$ cat config.mk
export PLATFORM = sky130hd
export DESIGN_NAME = mem_router
export DESIGN_NICKNAME = d
export VERILOG_FILES = /design/src/rtl/mem_router.sv
export SDC_FILE = /design/constraint.sdc
export NUM_CORES = 1
export LEC_CHECK = 0
export ABC_AREA = 1
export CAP_MARGIN = 0
export CORE_AREA = 2 2 122 124
export DETAILED_ROUTE_END_ITERATION = 12
export DIE_AREA = 0 0 124 126
export DONT_BUFFER_PORTS = 1
export HOLD_SLACK_MARGIN = 0.05
export SYNTH_ARGS = -nofsm -noshare
export SYNTH_HDL_FRONTEND = slang
export SYNTH_SLANG_ARGS = --single-unit
$ cat constraint.sdc
create_clock -name clk -period 3.4 [get_ports clk]
set_clock_uncertainty 0.2 [all_clocks]
set_input_delay 0.17 -clock clk [delete_from_list [all_inputs] [get_ports clk]]
set_output_delay 0.17 -clock clk [all_outputs]
set_load 0.005 [all_outputs]
$ cat src/rtl/mem_router.sv
// N-way memory-port router: decodes master requests onto per-slave address windows and
// steers read responses back in order through an ID FIFO; unmapped reads get an error reply.
module mem_router #(
  parameter int                   NSLV     = 2,
  parameter int                   AW       = 32,
  parameter int                   DW       = 32,
  parameter int                   DEPTH    = 4,
  parameter logic [NSLV*AW-1:0]   SLV_BASE = {32'h30000000, 32'h00000000},
  parameter logic [NSLV*AW-1:0]   SLV_SIZE = {32'h00001000, 32'h30000000},
  parameter logic [DW-1:0]        ERR_DATA = 32'hDEADBEEF
) (
  input  logic                   clk,
  input  logic                   rst_n,
  input  logic                   m_valid,
  output logic                   m_ready,
  input  logic                   m_write_en,
  input  logic [DW/8-1:0]        m_byte_en,
  input  logic [AW-1:0]          m_addr,
  input  logic [DW-1:0]          m_wdata,
  output logic                   m_rvalid,
  output logic [DW-1:0]          m_rdata,
  output logic                   m_rerr,
  output logic [NSLV-1:0]        s_valid,
  input  logic [NSLV-1:0]        s_ready,
  output logic [NSLV-1:0]        s_write_en,
  output logic [NSLV*DW/8-1:0]   s_byte_en,
  output logic [NSLV*AW-1:0]     s_addr,
  output logic [NSLV*DW-1:0]     s_wdata,
  input  logic [NSLV*DW-1:0]     s_rdata,
  input  logic [NSLV-1:0]        s_rvalid,
  output logic                   decode_err,
  output logic                   order_err
);

  localparam int IW = $clog2(NSLV + 1);
  localparam int PW = $clog2(DEPTH);
  localparam int CW = PW + 1;
  localparam logic [IW-1:0] ERR_ID = IW'(NSLV);

  // Window test done one bit wider so base+size near the top of the space cannot wrap.
  function automatic logic win_hit(input logic [AW-1:0] addr,
                                   input logic [AW-1:0] base,
                                   input logic [AW-1:0] size);
    logic [AW:0] off;
    off = {1'b0, addr} - {1'b0, base};
    return ({1'b0, addr} >= {1'b0, base}) && (off < {1'b0, size});
  endfunction

  logic [IW-1:0] tgt;
  logic          mapped;
  logic          tgt_ready;
  logic          push;
  logic          pop;
  logic          full;
  logic          empty;
  logic          ord_hit;
  logic [IW-1:0] head_id;

  logic [IW-1:0] id_mem [DEPTH];
  logic [PW-1:0] wr_ptr;
  logic [PW-1:0] rd_ptr;
  logic [CW-1:0] count;

  assign full    = (count == CW'(DEPTH));
  assign empty   = (count == '0);
  assign head_id = id_mem[rd_ptr];

  // Decode: scan high to low so the lowest matching index is the one left standing.
  always_comb begin
    tgt = ERR_ID;
    for (int i = NSLV - 1; i >= 0; i--) begin
      if (win_hit(m_addr, SLV_BASE[i*AW +: AW], SLV_SIZE[i*AW +: AW]))
        tgt = IW'(i);
    end
  end

  assign mapped = (tgt != ERR_ID);

  always_comb begin
    tgt_ready = 1'b0;
    for (int i = 0; i < NSLV; i++) begin
      if (tgt == IW'(i))
        tgt_ready = s_ready[i];
    end
  end

  always_comb begin
    m_ready = 1'b0;
    if (m_valid) begin
      if (m_write_en)
        m_ready = mapped ? tgt_ready : 1'b1;
      else
        m_ready = mapped ? (tgt_ready && !full) : !full;
    end
  end

  // Only reads need a FIFO slot, so writes are presented to the slave even while full.
  always_comb begin
    s_valid    = '0;
    s_addr     = '0;
    s_write_en = {NSLV{m_write_en}};
    s_byte_en  = {NSLV{m_byte_en}};
    s_wdata    = {NSLV{m_wdata}};
    for (int i = 0; i < NSLV; i++) begin
      s_valid[i]         = m_valid && (tgt == IW'(i)) && (m_write_en || !full);
      s_addr[i*AW +: AW] = m_addr - SLV_BASE[i*AW +: AW];
    end
  end

  assign push = m_valid && m_ready && !m_write_en;

  // Response steering: the FIFO head decides which slave may answer this cycle.
  always_comb begin
    m_rvalid = 1'b0;
    m_rdata  = '0;
    m_rerr   = 1'b0;
    ord_hit  = 1'b0;
    if (!empty && head_id == ERR_ID) begin
      m_rvalid = 1'b1;
      m_rdata  = ERR_DATA;
      m_rerr   = 1'b1;
    end
    for (int i = 0; i < NSLV; i++) begin
      if (!empty && head_id == IW'(i)) begin
        m_rvalid = s_rvalid[i];
        m_rdata  = s_rdata[i*DW +: DW];
      end
      if (s_rvalid[i] && (empty || head_id != IW'(i)))
        ord_hit = 1'b1;
    end
  end

  assign pop = m_rvalid;

  always_ff @(posedge clk) begin
    if (push)
      id_mem[wr_ptr] <= tgt;
  end

  always_ff @(posedge clk or negedge rst_n) begin
    if (!rst_n) begin
      wr_ptr     <= '0;
      rd_ptr     <= '0;
      count      <= '0;
      decode_err <= 1'b0;
      order_err  <= 1'b0;
    end else begin
      if (push)
        wr_ptr <= wr_ptr + PW'(1);
      if (pop)
        rd_ptr <= rd_ptr + PW'(1);
      case ({push, pop})
        2'b10:   count <= count + CW'(1);
        2'b01:   count <= count - CW'(1);
        default: count <= count;
      endcase
      if (m_valid && m_write_en && !mapped)
        decode_err <= 1'b1;
      if (ord_hit)
        order_err <= 1'b1;
    end
  end

endmodule
==> flow_metrics.py <==
metrics = {
    "status": {
        "status": "complete, no violations",
    },
    "clocking": {
        "clock_tree.root_cell": "clkbuf_16",
        "cts_buffers": 3,
        "path_clk_slew_ns": 0.05,
        "clock_latency_ns": 0.24,
        "htree_levels": 1,
        "ctsResizeCount": 0,
        "cts_tree": "done",
        "cts_setup_buffers": 0,
        "cts_sinks": 17,
        "clock_path_buffers": 2,
    },
    "routing": {
        "wl_per_cell_microns": 14.2,
        "drtAntennaViolNets": 0,
        "routed_via_density": 4.02,
        "drc": 0,
        "drt_iter0_drc": 43,
        "routed_wl_mm": 6.01,
        "via_count": 1706,
        "firstDrtPassIters": 4,
    },
    "die": {
        "ios": 317,
        "rows": 44,
        "placeableCoreArea_sq_mm": 0.0143,
        "start_util_pct": 18.3,
        "die-area_sq_mm": 0.0156,
        "die_w_microns": 124,
        "die_h_microns": 126,
    },
    "worst_setup_path": {
        "ff2ff_path_depth": 12,
        "required_ns": 3.33,
        "arrival_ns": 2.68,
        "cp_num_buf_inv": 2,
        "worstSetupStartpointType": "register",
        "crit_fanout": 13,
        "critical_path.top_delay_family": "simple AND/OR/NAND/NOR gates",
        "cp-end-kind": "register",
        "cpPeakStageDelay_ns": 0.44,
        "cp_cell_sequence": "inv_2 -> nand2_1 -> nand3_1 -> nand2_2 -> nand4_1 -> nand2_2 -> ha_1 -> inv_1 -> fa_1 -> a21oi_1 -> o21ai_0 -> xnor2_1",
        "cpMostUsedCell": "nand2_2",
        "cp.depth": 12,
        "slowest_stage": "dfrtp_1",
        "path_class": "register to register",
    },
    "logic_synthesis": {
        "synthesis.nets": 518,
        "yosysSeqAreaShare_pct": 17.7,
        "synth_area_sq_mm": 0.00263,
        "ys_warn_count": 0,
        "netlist_top_cells_area": "buf_4, edfxtp_1, dfrtp_1, inv_1, o21ai_1",
        "yosysTopAreaCell": "buf_4",
        "synth.distinct_cells": 27,
        "synth_top_area_share_pct": 38.3,
        "synth_area_per_cell_sq_um": 7.08,
        "synth-seq-cells": 17,
        "netlist_instances": 371,
    },
    "global_route": {
        "grt_start_max_net_pins": 34,
        "grt_pass1_wl_mm": 8.28,
        "overflow": 0,
        "grt_pass1_vias": 1724,
        "grt_util_met1_pct": 5.25,
        "grtUsageMet3_pct": 4.71,
        "grt_busiest_layer": "met2",
        "track_usage_pct": 7.02,
        "antenna_found_initial": 0,
        "use_met2_pct": 13.8,
    },
    "timing": {
        "max_clock_freq_mhz": 363,
        "min_period_over_period_pct": 81.0,
        "setup_violations": 0,
        "worst_pin_slew_ns": 0.561,
        "slew_headroom_pct": 62.5,
        "slew_violations": 0,
        "setup_tns_ns": 0,
        "hold_viol": 0,
        "rsz0062_at_grt": "false",
        "min_period_ns": 2.76,
    },
    "layout": {
        "final_net_count": 388,
        "drive_above_1_share_pct": 9.17,
        "syn_to_final_growth_pct": -26.8,
        "layout_commonest_cell": "inv_1",
        "antennaDiodeCount": 0,
        "fin_cells": 424,
        "mostFrequentLayoutCells": "inv_1, nand2_1, o21ai_1, o21ai_0, nor2_1",
        "fillCellCount": 1645,
    },
    "power": {
        "peakVddDrop_uv": 422,
        "total_leakage_power_nw": 0.845,
        "power_density_mw_per_mm2": 871,
        "p_total_mw": 1.67,
    },
    "worst_hold_path": {
        "hp-class": "input port to register",
        "hold_depth": 4,
    },
    "flow_run": {
        "max_cap_viol_count": 0,
    },
    "place": {
        "placed_cells": 414,
        "io_buffers": 0,
        "place_congestion": 0.752,
        "dpl.hpwl_mm": 5.00,
    },
}
metal layers:
layer / share of wire (%) / routed length [microns]
met1: 31 / 1880
met2: 50 / 2990
met3: 17 / 1010
met4: 1.5 / 91
met5: 0.47 / 28
flip-flops by register name (all words and copies together), names as in the netlist:
register / count
id_mem: 8
count: 3
rd_ptr: 2
wr_ptr: 2
decode_err: 1
order_err: 1
synthesized netlist by cell type (all sizes together):
| master | n |
|---|---|
| buf | 142 |
| o21ai | 61 |
| inv | 56 |
| nand2 | 33 |
| nor2 | 25 |
| nand3 | 15 |
| dfrtp | 9 |
| edfxtp | 8 |
| ha | 6 |
| nand4 | 5 |
| a21oi | 2 |
| xnor2 | 2 |
| xor2 | 2 |
| and2 | 1 |
| clkbuf | 1 |
| fa | 1 |
| nor3 | 1 |
| o211ai | 1 |
logic make-up (layout without fill, tap and decap cells):
logic type / after synthesis / count (layout) / share of synthesized area, %
XOR/XNOR: 4 / 4 / 1.33
flip-flops: 17 / 17 / 17.7
AND/OR/NAND/NOR: 80 / 80 / 14.3
adder cells (fa/ha/maj): 7 / 7 / 3.62
AO/OA/AOI/OAI: 64 / 64 / 13.6
buffers and inverters: 199 / 68 / 49.5
tightest hold or removal path, cell delays in order:
cell	delay, ns
nor2_1	0.08
nor2_1	0.07
nand4_1	0.09
nand2_1	0.05
metrics by stage:
stage | util, % | setup WS [ns] | area, sq um | hold slack, ns
final | 13.4 | 0.644 | 1920 | 0.0518
after global placement | 12.4 | 0.710 | 1780 | -0.325
after global routing | 13.4 | 0.396 | 1920 | 0.0776
after detailed placement | 12.4 | 0.620 | 1780 | -0.325
after floorplan | - | 0.995 | 2630 | -0.326
after CTS | 13.4 | 0.602 | 1920 | 0.0526
final cells by class:
type / instances / area, sq um / share of cell area [%]
Sequential cell: 17 / 465 / 24.2
Timing Repair Buffer: 8 / 75.1 / 3.91
Clock buffer: 3 / 75.1 / 3.91
Multi-Input combinational cell: 155 / 861 / 44.8
Tap cell: 184 / 230 / 12.0
Clock inverter: 1 / 5.00 / 0.260
Inverter: 56 / 210 / 10.9
timing repair:
item                                    4_1_cts  5_1_grt
endpoints found under the setup margin        0        0
hold buffers                                  6        0
endpoints found under the hold margin        15        0
worst paths after layout:
| kind | endpoint | startpoint | slack, ns |
|---|---|---|---|
| worst min register to register | count[1] | count[1] | 0.28 |
| worst max-delay path | count[2] | rd_ptr[0] | 0.64 |
| worst min-delay path | wr_ptr[0] | s_ready[0] | 0.05 |
| min in group asynchronous | wr_ptr[0] | rst_n | 0.12 |
| max in group asynchronous | rd_ptr[1] | rst_n | 2.55 |
| worst max register to register | count[2] | rd_ptr[0] | 0.64 |
report_power, final:
group          switching (mW)  internal [mW]  leakage (nW)
Combinational           0.776          0.345         0.628
Sequential             0.0481          0.270         0.176
Clock                  0.0765          0.157        0.0409
Note: power is estimated with default switching activity, not from simulation.
